File: src/rtl/iecdrv_sd_arb_pkg.sv
// -----------------------------------------------------------------------------
// iecdrv_sd_pkg
// Shared types and sizes for the SD-card block-port arbiter that sits between
// the IEC drive track loaders and the top-level SD host.
//   arb_state_t       : arbiter FSM encoding (also exposed on dbg_state)
//   IECDRV_MAX_DRIVES : upper bound on drive ports
//   SD_LBA_W          : width of an SD block address
//   SD_BLKCNT_W       : width of a block count (count minus 1)
//   DRV_IDX_W         : width of a drive index, sized for IECDRV_MAX_DRIVES
// -----------------------------------------------------------------------------
package iecdrv_sd_pkg;

   localparam int IECDRV_MAX_DRIVES = 4;
   localparam int SD_LBA_W          = 32;
   localparam int SD_BLKCNT_W       = 6;
   localparam int DRV_IDX_W         = 2;

   typedef enum logic [1:0] {
      ARB_IDLE,
      ARB_REQ,
      ARB_XFER,
      ARB_GAP
   } arb_state_t;

endpackage

File: src/rtl/iecdrv_sd_arb_if.sv
// -----------------------------------------------------------------------------
// iecdrv_sd_arb_if
// Host-side SD block port shared by all drives.
//   sd_lba, sd_blk_cnt : address and block count of the current request
//   sd_rd, sd_wr       : request strobes, level
//   sd_ack             : host transfer-active flag
//   sd_buff_wr         : host write strobe into the requesting buffer
//   sd_buff_din        : write data from the requester to the host
// Modports: master = arbiter side, slave = SD host side.
//
// Handshake: sd_rd/sd_wr act as "valid" and hold, together with sd_lba and
// sd_blk_cnt, until the host raises sd_ack ("ready"/accept). sd_ack then stays
// high for the whole transfer; sd_buff_wr strobes are meaningful only while
// sd_ack is high. The request is complete when sd_ack falls.
// -----------------------------------------------------------------------------
interface iecdrv_sd_arb_if import iecdrv_sd_pkg::*; ();

   logic [SD_LBA_W-1:0]    sd_lba;
   logic [SD_BLKCNT_W-1:0] sd_blk_cnt;
   logic                   sd_rd;
   logic                   sd_wr;
   logic                   sd_ack;
   logic                   sd_buff_wr;
   logic [7:0]             sd_buff_din;

   modport master (
      output sd_lba, sd_blk_cnt, sd_rd, sd_wr, sd_buff_din,
      input  sd_ack, sd_buff_wr
   );

   modport slave (
      input  sd_lba, sd_blk_cnt, sd_rd, sd_wr, sd_buff_din,
      output sd_ack, sd_buff_wr
   );

endinterface

File: src/rtl/iecdrv_sd_arb_rr_pick.sv
// -----------------------------------------------------------------------------
// iecdrv_rr_pick
// Combinational round-robin picker. Searches rr_ptr+1, rr_ptr+2, ... modulo N
// and returns the first set request bit.
//   req    in  N          pending request vector
//   rr_ptr in  DRV_IDX_W  index of the most recently granted drive
//   grant  out DRV_IDX_W  selected drive (0 when nothing is pending)
//   valid  out 1          at least one request pending
// -----------------------------------------------------------------------------
module iecdrv_rr_pick import iecdrv_sd_pkg::*; #(
   parameter int N = 4
) (
   input  logic [N-1:0]           req,
   input  logic [DRV_IDX_W-1:0]   rr_ptr,
   output logic [DRV_IDX_W-1:0]   grant,
   output logic                   valid
);

   // Padding to the maximum width lets a DRV_IDX_W index select any bit
   // regardless of N.
   logic [IECDRV_MAX_DRIVES-1:0] req_pad;
   assign req_pad = IECDRV_MAX_DRIVES'(req);

   always_comb begin
      logic [DRV_IDX_W-1:0] idx;
      idx   = '0;
      grant = '0;
      valid = 1'b0;
      for (int i = 1; i <= N; i++) begin
         idx = DRV_IDX_W'((int'(rr_ptr) + i) % N);
         if (!valid && req_pad[idx]) begin
            valid = 1'b1;
            grant = idx;
         end
      end
   end

endmodule

File: src/rtl/iecdrv_sd_arb.sv
// -----------------------------------------------------------------------------
// iecdrv_sd_arb
// Shares one SD-card block port among NDRIVES IEC drive track loaders. Whole-
// track requests are granted one at a time in round-robin order; sd_ack and
// sd_buff_wr are routed back only to the granted drive.
//   clk_sys, reset_n : clock and asynchronous active-low reset
//   drv_lba          : per-drive LBA, drive d at [32d+31:32d]
//   drv_blk_cnt      : per-drive block count minus 1, drive d at [6d+5:6d]
//   drv_rd, drv_wr   : per-drive request levels (write wins if both high)
//   drv_ack          : sd_ack forwarded to the granted drive
//   drv_buff_wr      : sd_buff_wr forwarded to the granted drive during XFER
//   drv_buff_din     : per-drive write data, drive d at [8d+7:8d]
//   sd               : host port (iecdrv_sd_arb_if.master)
//   busy             : arbiter not IDLE
//   err              : sticky request-timeout flag (0 without the watchdog)
//   dbg_state        : current FSM state
// Optional feature macro: SD_ARB_WDOG_EN adds a request watchdog of WDOG_CYC
// cycles; a timeout drops the request, pulses drv_ack and sets err.
// -----------------------------------------------------------------------------
module iecdrv_sd_arb import iecdrv_sd_pkg::*; #(
   parameter int NDRIVES  = 4
`ifdef SD_ARB_WDOG_EN
  ,parameter int WDOG_CYC = 2**24
`endif
) (
   input  logic                    clk_sys,
   input  logic                    reset_n,
   input  logic [NDRIVES*32-1:0]   drv_lba,
   input  logic [NDRIVES*6-1:0]    drv_blk_cnt,
   input  logic [NDRIVES-1:0]      drv_rd,
   input  logic [NDRIVES-1:0]      drv_wr,
   output logic [NDRIVES-1:0]      drv_ack,
   output logic [NDRIVES-1:0]      drv_buff_wr,
   input  logic [NDRIVES*8-1:0]    drv_buff_din,
   iecdrv_sd_arb_if.master         sd,
   output logic                    busy,
   output logic                    err,
   output arb_state_t              dbg_state
);

   arb_state_t             state;
   logic [DRV_IDX_W-1:0]   rr_ptr;
   logic [DRV_IDX_W-1:0]   grant;
   logic [DRV_IDX_W-1:0]   pick;
   logic                   pick_valid;
   logic [SD_LBA_W-1:0]    pick_lba;
   logic [SD_BLKCNT_W-1:0] pick_blk;
   logic                   pick_wr;
   logic [7:0]             gnt_din;
   logic [SD_LBA_W-1:0]    lba_q;
   logic [SD_BLKCNT_W-1:0] blk_q;
   logic                   rd_q;
   logic                   wr_q;
   logic                   wdog_ack;   // one-cycle drv_ack pulse after a timeout

`ifdef SD_ARB_WDOG_EN
   localparam int WDOG_W = $clog2(WDOG_CYC + 1);
   logic [WDOG_W-1:0] wdog_cnt;
   logic              err_q;
   assign err = err_q;
`else
   assign err      = 1'b0;
   assign wdog_ack = 1'b0;
`endif

   iecdrv_rr_pick #(.N(NDRIVES)) u_pick (
      .req    (drv_rd | drv_wr),
      .rr_ptr (rr_ptr),
      .grant  (pick),
      .valid  (pick_valid)
   );

   // Per-drive field selection for the candidate (pick) and the active grant.
   always_comb begin
      pick_lba = '0;
      pick_blk = '0;
      pick_wr  = 1'b0;
      gnt_din  = '0;
      for (int d = 0; d < NDRIVES; d++) begin
         if (pick == DRV_IDX_W'(d)) begin
            pick_lba = drv_lba[32*d +: 32];
            pick_blk = drv_blk_cnt[6*d +: 6];
            pick_wr  = drv_wr[d];
         end
         if (grant == DRV_IDX_W'(d)) begin
            gnt_din = drv_buff_din[8*d +: 8];
         end
      end
   end

   always_comb begin
      drv_ack     = '0;
      drv_buff_wr = '0;
      for (int d = 0; d < NDRIVES; d++) begin
         if (grant == DRV_IDX_W'(d)) begin
            drv_ack[d]     = (((state == ARB_REQ) || (state == ARB_XFER)) && sd.sd_ack) || wdog_ack;
            drv_buff_wr[d] = (state == ARB_XFER) && sd.sd_buff_wr;
         end
      end
   end

   always_ff @(posedge clk_sys or negedge reset_n) begin
      if (!reset_n) begin
         state    <= ARB_IDLE;
         rr_ptr   <= DRV_IDX_W'(NDRIVES - 1);
         grant    <= '0;
         lba_q    <= '0;
         blk_q    <= '0;
         rd_q     <= 1'b0;
         wr_q     <= 1'b0;
`ifdef SD_ARB_WDOG_EN
         wdog_cnt <= '0;
         wdog_ack <= 1'b0;
         err_q    <= 1'b0;
`endif
      end else begin
         case (state)
            ARB_IDLE: begin
               if (pick_valid) begin
                  state  <= ARB_REQ;
                  grant  <= pick;
                  rr_ptr <= pick;
                  lba_q  <= pick_lba;
                  blk_q  <= pick_blk;
                  wr_q   <= pick_wr;
                  rd_q   <= ~pick_wr;
`ifdef SD_ARB_WDOG_EN
                  wdog_cnt <= '0;
`endif
               end
            end
            ARB_REQ: begin
               if (sd.sd_ack) begin
                  state <= ARB_XFER;
                  rd_q  <= 1'b0;
                  wr_q  <= 1'b0;
               end
`ifdef SD_ARB_WDOG_EN
               // Leaves after WDOG_CYC cycles in REQ without an ack.
               else if (wdog_cnt == WDOG_W'(WDOG_CYC - 1)) begin
                  state    <= ARB_GAP;
                  rd_q     <= 1'b0;
                  wr_q     <= 1'b0;
                  err_q    <= 1'b1;
                  wdog_ack <= 1'b1;
               end else begin
                  wdog_cnt <= wdog_cnt + WDOG_W'(1);
               end
`endif
            end
            ARB_XFER: begin
               if (!sd.sd_ack) state <= ARB_GAP;
            end
            ARB_GAP: begin
               // One idle cycle gives the served drive time to drop its request.
               state <= ARB_IDLE;
`ifdef SD_ARB_WDOG_EN
               wdog_ack <= 1'b0;
`endif
            end
            default: state <= ARB_IDLE;
         endcase
      end
   end

   assign sd.sd_lba      = lba_q;
   assign sd.sd_blk_cnt  = blk_q;
   assign sd.sd_rd       = rd_q;
   assign sd.sd_wr       = wr_q;
   assign busy           = (state != ARB_IDLE);
   // Held at 0 in IDLE so the host sees no stale data between grants.
   assign sd.sd_buff_din = busy ? gnt_din : 8'h00;
   assign dbg_state      = state;

endmodule

File: src/flat_wrapper.sv
// flat-port wrapper written by rule: the top's interface ports become plain ports
module iecdrv_sd_arb_flat import iecdrv_sd_pkg::*;
#(
   parameter int NDRIVES  = 4

)
  (clk_sys, reset_n, drv_lba, drv_blk_cnt, drv_rd, drv_wr, drv_ack, drv_buff_wr, drv_buff_din, busy, err, dbg_state, sd_sd_lba, sd_sd_blk_cnt, sd_sd_rd, sd_sd_wr, sd_sd_buff_din, sd_sd_ack, sd_sd_buff_wr);
  iecdrv_sd_arb_if sd_i ();
  input  logic clk_sys;
  input  logic reset_n;
  input  logic [NDRIVES*32-1:0] drv_lba;
  input  logic [NDRIVES*6-1:0] drv_blk_cnt;
  input  logic [NDRIVES-1:0] drv_rd;
  input  logic [NDRIVES-1:0] drv_wr;
  output logic [NDRIVES-1:0] drv_ack;
  output logic [NDRIVES-1:0] drv_buff_wr;
  input  logic [NDRIVES*8-1:0] drv_buff_din;
  output logic busy;
  output logic err;
  output arb_state_t dbg_state;
  output wire logic [$bits(sd_i.sd_lba)-1:0] sd_sd_lba;
  output wire logic [$bits(sd_i.sd_blk_cnt)-1:0] sd_sd_blk_cnt;
  output wire logic [$bits(sd_i.sd_rd)-1:0] sd_sd_rd;
  output wire logic [$bits(sd_i.sd_wr)-1:0] sd_sd_wr;
  output wire logic [$bits(sd_i.sd_buff_din)-1:0] sd_sd_buff_din;
  input wire logic [$bits(sd_i.sd_ack)-1:0] sd_sd_ack;
  input wire logic [$bits(sd_i.sd_buff_wr)-1:0] sd_sd_buff_wr;
  assign sd_sd_lba = sd_i.sd_lba;
  assign sd_sd_blk_cnt = sd_i.sd_blk_cnt;
  assign sd_sd_rd = sd_i.sd_rd;
  assign sd_sd_wr = sd_i.sd_wr;
  assign sd_sd_buff_din = sd_i.sd_buff_din;
  assign sd_i.sd_ack = sd_sd_ack;
  assign sd_i.sd_buff_wr = sd_sd_buff_wr;
  iecdrv_sd_arb #(.NDRIVES(NDRIVES)) u_core (.clk_sys(clk_sys), .reset_n(reset_n), .drv_lba(drv_lba), .drv_blk_cnt(drv_blk_cnt), .drv_rd(drv_rd), .drv_wr(drv_wr), .drv_ack(drv_ack), .drv_buff_wr(drv_buff_wr), .drv_buff_din(drv_buff_din), .sd(sd_i), .busy(busy), .err(err), .dbg_state(dbg_state));
endmodule
File: config.mk
export PLATFORM = sky130hd
export DESIGN_NAME = iecdrv_sd_arb_flat
export DESIGN_NICKNAME = d
export VERILOG_FILES = /design/src/rtl/iecdrv_sd_arb_pkg.sv /design/src/rtl/iecdrv_sd_arb_if.sv /design/src/rtl/iecdrv_sd_arb_rr_pick.sv /design/src/rtl/iecdrv_sd_arb.sv /design/src/flat_wrapper.sv
export SDC_FILE = /design/constraint.sdc
export NUM_CORES = 1
export LEC_CHECK = 0
export BUFFER_PORTS_ARGS = -buffer_cell sky130_fd_sc_hd__buf_2
export CAP_MARGIN = 25
export CORE_AREA = 2 2 100 102
export CTS_CLUSTER_SIZE = 10
export DETAILED_ROUTE_END_ITERATION = 8
export DIE_AREA = 0 0 102 104
export PLACE_DENSITY = 0.7
export SYNTH_ARGS = -nofsm -noshare
export SYNTH_HDL_FRONTEND = slang
export SYNTH_HIERARCHICAL = 1
export SYNTH_SLANG_ARGS = --single-unit
File: constraint.sdc
create_clock -name clk_sys -period 4.39 [get_ports clk_sys]
set_clock_uncertainty 0.1 [all_clocks]
set_input_delay 0.878 -clock clk_sys [delete_from_list [all_inputs] [get_ports clk_sys]]
set_output_delay 0.878 -clock clk_sys [all_outputs]
set_load 0.02 [all_outputs]
==> metrics.txt, run 1 <==
number of global-route vias before repair=3196; r2r setup slk=1.83 ns; Syn-to-layout area delta=50.0%; Clock Pin Slew Worst Setup and Hold Paths=0.09 ns; Num CTS Buffers=5; routed len/inst=15.7 µm; Clock H-tree levels=2; antenna-violating nets left=0; Max Cap Viol=0; Top Family by Delay on Critical Path=compound AO/OA/AOI/OAI gates; Initial Utilization=32.8%; via count=2904; Top FF cell, synth=dfrtp_1; Root Buffer=clkbuf_8; Pwr Density=687 nW/µm²; dpl cell area=4550 µm²; top cell type by total area after synthesis=dfrtp_1; CP Cell Sequence=buf_2 > or2_2 > a21oi_1 > a31oi_1 > a21oi_4 > buf_4 > mux4_2 > mux2_2; # resized after CTS=0; dpl hpwl=7840 µm; Synth Register Bits=46; WP buf/inv=2; critical path required time=4.48 ns; CP endpoint kind=flip-flop; global-route wire length before repair=14700 µm; ys async rst share=100%; main area contributors after synthesis=dfrtp_1 35%, mux4_2 34%, mux2_2 14%, dfstp_2 1.7%, nand2_1 1.7%; fin area=4700 µm²; CP max FO=27; die footprint=10600 µm²; crit start category=primary input; Routed WL=9430 µm; num ports=256; synth unique cells=30; core area=9550 µm²; post-synth top area share=35.2%; Final Setup Violations=0; # rows=36; CP max stage delay=0.46 ns; First-pass DRT Iterations=6; number of post-CTS setup repair buffers=0; yosys warns=6; fin. max-slew vios=0; CTS sink cnt=46; setup TNS=0 ns; Tot Pwr=3.22 mW; largest net degree at the start of global routing=42; number of flops mapped to enable cells by yosys=0; Antenna Cells=0; Worst Tran Pin Value=0.628 ns; Seq/Total Area, Yosys=36.9%; fin util=49.2%; Max Clk Rate=323 MHz; Die Span X=102 µm; filler instances=922; peak supply drop=0.000240 V; Nets=665; Slowest cell on crit path=a21oi_4; post-synthesis average cell area=14.5 µm²; crit path kind=in -> reg; fin crit period=3.10 ns; top post-synthesis cells by count=47 x mux4_2, 44 x dfrtp_1, 39 x mux2_2; relative slew slack=58.1%; # DRC=0; global route overflow=0; DR vias/cell=4.84; GPL Wtd Cong=0.874; clk_lat worst skew=0.30 ns; initial DRC count=27; RSZ-0062 raised after global routing=no; Arr. time, crit path=3.18 ns; HP Class=reg -> reg; clk buf depth=2; initial antenna violation count=0; WHS=0.406 ns; Post-Syn Instances=216; Syn Nets=415; Final Hold Fails=0; Pleak=2.30 nW; final worst-path cycle share=70.6%; most numerous cell in the Yosys netlist=mux4_2; cts hold-fix bufs=0; PortBufs=254; layout cell share with drive strength beyond 1=77.9%; All-Layer GR Usage=17.6%; TritonCTS clock tree=yes; status=finished clean; area of the mapped netlist=3130 µm²; Die Ht=104 µm
-- metrics by stage --
step                      instances  setup WS, ns
after detailed placement        591         0.953
after global routing            600          1.16
after global placement          590          1.11
after floorplan                 216          1.36
after CTS                       599          1.28
final                           600          1.29
-- metal layers --
metal / vias up / wire [µm] / GRT usage, %
li1: 1339 / - / -
met4: 0 / 203 / 7.24
met2: 150 / 5050 / 33.2
met3: 16 / 722 / 3.63
met1: 1399 / 3450 / 18.6
met5: - / 0 / 0
-- flip-flops by register name (all words and copies together), names as in the netlist --
| name | cells |
|---|---|
| u_core/sd.sd_rd | 1 |
| u_core/rr_ptr | 2 |
| u_core/dbg_state | 2 |
| u_core/sd.sd_lba | 32 |
| u_core/grant | 2 |
| u_core/sd.sd_blk_cnt | 6 |
| u_core/sd.sd_wr | 1 |
-- placed cells by master (no fill, tap or decap), types with 2 or more instances in the layout --
master / instances
buf_2: 254
mux4_2: 47
dfrtp_1: 44
mux2_2: 39
nand2_1: 13
nor2_1: 9
and2_1: 8
clkbuf_8: 6
nand2b_1: 5
inv_1: 4
or2_2: 4
buf_4: 4
o31ai_1: 3
ha_1: 3
nor3_1: 2
nor2b_1: 2
nand3_1: 2
dfstp_2: 2
-- cell type report --
type                            instances  area (µm²)  area share, %
Inverter                                4        15.0          0.320
Timing Repair Buffer                  260        1350           28.7
Clock inverter                          1        30.0          0.639
Sequential cell                        46        1150           24.6
Tap cell                              133         166           3.54
Multi-Input combinational cell        149        1900           40.4
Clock buffer                            7        86.3           1.84
-- where the power goes --
part | total (mW) | internal, mW | switching (mW)
logic | 2.08 | 1.06 | 1.01
clock network | 0.331 | 0.186 | 0.145
registers | 0.818 | 0.657 | 0.161
-- worst reg2reg max path, stage by stage (launching register included) --
cell and delay (ns):
dfstp_2 0.61, a31oi_1 0.15, a21oi_4 0.46, buf_4 0.45, mux4_2 0.41, mux2_2 0.29
-- worst paths after layout --
check                                     start                   end  cells after the start
max reg2reg                    u_core/rr_ptr[1]  u_core/sd.sd_lba[30]                      5
max in group asynchronous               reset_n   u_core/sd.sd_lba[9]                      2
max                                   drv_wr[0]  u_core/sd.sd_lba[30]                      8
min reg2reg                u_core/sd.sd_lba[18]  u_core/sd.sd_lba[18]                      1
min in group asynchronous               reset_n  u_core/sd.sd_lba[28]                      1
min                        u_core/sd.sd_lba[18]  u_core/sd.sd_lba[18]                      1
-- kinds of logic after synthesis --
group | count (synthesis) | share of synthesized area (%)
mux | 87 | 48.2
simple gates | 48 | 7.71
flops | 46 | 36.9
buf+inv | 21 | 3.40
compound gates | 10 | 2.56
fa+ha+maj | 3 | 1.20
other cells | 1 | 0.120
Power figures use the tool's default switching activity.
==> inputs of run 2 (changes only) <==
ABC_AREA = 1   (was not set)
CORE_AREA = not set   (was 2 2 100 102)
CORE_ASPECT_RATIO = 0.9   (was not set)
CORE_UTILIZATION = 38   (was not set)
DIE_AREA = not set   (was 0 0 102 104)
PLACE_DENSITY = 0.78   (was 0.7)
clock period = 2.8 ns   (was 4.39 ns; I/O delays follow)
==> run 2 against run 1 <==
  * Via count up 63%
  * Final cell count rose by 63%
  * Worst hold slack worse by 0.29 ns
  * Largest cell class unchanged
  * Highest routed layer unchanged
==> metrics.txt, run 2 <==
Antenna Cells=0 (unchanged); logic gate share of total power=79.3% (+15 points); ys async rst share=100% (unchanged); Die Ht=94.7 µm (-9.0%); crit start category=flip-flop; Root Buffer=clkbuf_8; dpl hpwl=9870 µm (+26%); main area contributors after synthesis=dfrtp_1 30%, nand2_1 26%, nor2_1 10%, nand3_1 8.3%, o21ai_0 5.7%; clk buf depth=2 (unchanged); clk_lat worst skew=0.30 ns (about the same); DP Worst Slack=0.00975 ns (-0.944 ns); Arr. time, crit path=2.81 ns (-0.37 ns); top post-synthesis cells by count=255 x nand2_1, 99 x nor2_1, 60 x nand3_1; CP Cell Sequence=buf_4 > nand2_1 > nand2_1 > nand2_4 > nand2_4 > nor2_1 > a21oi_1 > nand3_2 > buf_4 > nor2_4 > buf_12 > nand2_1 > nand3_1 > nand2_1 > nand2_1; global-route wire length before repair=19300 µm (+31%); crit path kind=reg -> reg; Syn Nets=807 (+94%); dpl cell area=5070 µm² (+11%); post-synth top area share=30.4% (-4.8 points); Top cell by count, worst path=nand2_1; top cell type by total area after synthesis=dfrtp_1; Pleak=3.07 nW (+34%); Final Hold Fails=0 (unchanged); layout cell share with drive strength beyond 1=36.4% (-42 points); met2 Track Usage GR=44.3% (+11 points); fin util=56.4% (+7.2 points); routed len/inst=12.9 µm (-18%); Top FF cell, synth=dfrtp_1; fin area=5190 µm² (+11%); status=finished clean; Seq pwr share=15.3% (-10 points); Final Setup Violations=0 (unchanged); Sw Ratio=56.6% (+16 points); Nets=1055 (+59%); PortBufs=254 (unchanged); max reg flops=32 (unchanged); yosys warns=6 (unchanged); number of global-route vias before repair=4163 (+30%); HP Class=in -> async; Die Span X=105 µm (+2.9%); fin. max-slew vios=0 (unchanged); num ports=256 (unchanged); fin crit period=2.67 ns; CP max FO=17 (-37%); synth unique cells=28 (-6.7%); setup TNS=0 ns (unchanged); Synth Register Bits=46 (unchanged); Routed WL=12600 µm (+34%); placed cells=970 (+64%); Max Cap Viol=0 (unchanged); CTS sink cnt=46 (unchanged); internal power=3.49 mW (+83%); DR vias/cell=4.83 (-0.28%); filler instances=975 (+5.7%); die footprint=9940 µm² (-6.3%); # DRC=0 (unchanged); Clock H-tree levels=2 (unchanged); Clock Pin Slew Worst Setup and Hold Paths=0.09 ns (about the same); largest net degree at the start of global routing=47 (+12%); core area=9210 µm² (-3.6%); via count=4725 (+63%); Seq. cell area=1150 µm² (unchanged); area of the mapped netlist=3630 µm² (+16%); critical path required time=2.94 ns (-1.54 ns); final worst-path cycle share=95.4%; clock network power share=5.4% (-4.9 points); TritonCTS clock tree=yes; global-route layer with the greatest usage=met2; switching power total=4.55 mW (+250%); multi-input logic area=2200 µm² (+16%); initial DRC count=242 (+800%); worst setup margin=0.130 ns (-1.16 ns); Max Clk Rate=375 MHz; initial antenna violation count=0 (unchanged); # rows=33 (-8.3%); most frequent cells in the layout=254 x buf_2, 254 x nand2_1, 99 x nor2_1, 58 x nand3_1, 44 x dfrtp_1; GR Layer Usage met1=29.7% (+11 points); Slowest cell on crit path=dfstp_2; Initial Utilization=39.4% (+6.6 points); global route overflow=0 (unchanged); Post-Syn Instances=608 (+180%); Seq/Total Area, Yosys=31.8% (-5.0 points); post-synthesis average cell area=5.97 µm² (-59%); Syn-to-layout area delta=43.2%; most numerous cell in the Yosys netlist=nand2_1; r2r setup slk=0.13 ns (-1.70 ns); Pwr Density=1550 nW/µm² (+130%); peak supply drop=0.000824 V (+240%); CP endpoint kind=flip-flop; CP max stage delay=0.59 ns (+0.13 ns); Num CTS Buffers=5 (unchanged); All-Layer GR Usage=24.5% (+6.8 points); antenna-violating nets left=0 (unchanged); First-pass DRT Iterations=5 (-1); grt met3 use=4.90% (+1.3 points); GPL Wtd Cong=0.928 (+6.2%); number of flops mapped to enable cells by yosys=0 (unchanged); final std cells w/o fill=979 (+63%)
[run 2: cell types whose count changed after synthesis, moves of 8 or more]
cell / delta
inv_1: +18
nand2_1: +241
mux2_2: -39
a21oi_1: +8
o21ai_0: +41
nand3_1: +58
nor2_1: +90
clkbuf_1: +8
and2_1: -8
mux4_2: -47
[run 2: cell type report]
cell class	count	share of cell area, %
clock buffers	6	1.59
clock inverters	2	0.241
inverters	25	1.81
multi-input cells	503	42.4
flip-flops and latches	46	22.2
well taps	122	2.94
repair buffers	275	28.9
[run 2: worst max-delay path: cells and delay by family, from the launching register on]
kind	cells	cell delay (ns)
AO/OA/AOI/OAI	1	0.18
buffers and inverters	3	0.56
flip-flops	1	0.59
AND/OR/NAND/NOR	11	1.17
[run 2: what timing repair did]
| item | CTS | global route |
|---|---|---|
| setup buffers | 0 | 0 |
| resized for setup | 0 | 5 |
| hold buffers | 0 | 0 |
| endpoints found under the setup margin | 0 | 31 |
[run 2: path summary, 6_finish.rpt]
path,from,end,cells after the start
worst max-delay path,u_core/rr_ptr[0],u_core/sd.sd_blk_cnt[5],15
worst min-delay path,reset_n,u_core/sd.sd_lba[9],2
worst max register to register,u_core/rr_ptr[0],u_core/sd.sd_blk_cnt[5],15
worst min register to register,u_core/sd.sd_lba[21],u_core/sd.sd_lba[21],2
max in group asynchronous,reset_n,u_core/rr_ptr[1],2
min in group clk_sys,u_core/sd.sd_lba[21],u_core/sd.sd_lba[21],2
[run 2: kinds of logic after synthesis]
kind of cell / Yosys count / synth area share, %
buf+inv: 60 / 8.52
other cells: 1 / 0.103
simple gates: 438 / 50.1
flops: 46 / 31.8
compound gates: 60 / 8.42
fa+ha+maj: 3 / 1.03
[run 2: metal layers]
layer / vias up / wire length, µm
li1: 2400 / -
met1: 2099 / 5190
met2: 209 / 6360
met3: 17 / 875
met4: 0 / 200
met5: - / 0
[run 2: metrics by stage]
| step | power, mW | hold slack [ns] |
|---|---|---|
| 6_report | 8.04 | 0.117 |
| 2_1_floorplan | 5.67 | 0.164 |
| 5_1_grt | 8.88 | 0.129 |
| 3_5_place_dp | 7.43 | 0.363 |
| 3_3_place_gp | 7.39 | 0.357 |
| 4_1_cts | 7.88 | 0.130 |
[run 2: power by group through the flow]
stage	Combinational [mW]	Clock (mW)	Sequential, mW
CTS	6.21	0.446	1.23
finish	6.37	0.434	1.23
detailed placement	6.20	0	1.24
global route	7.13	0.476	1.27
floorplan	4.14	0	1.53
global placement	6.15	0	1.23
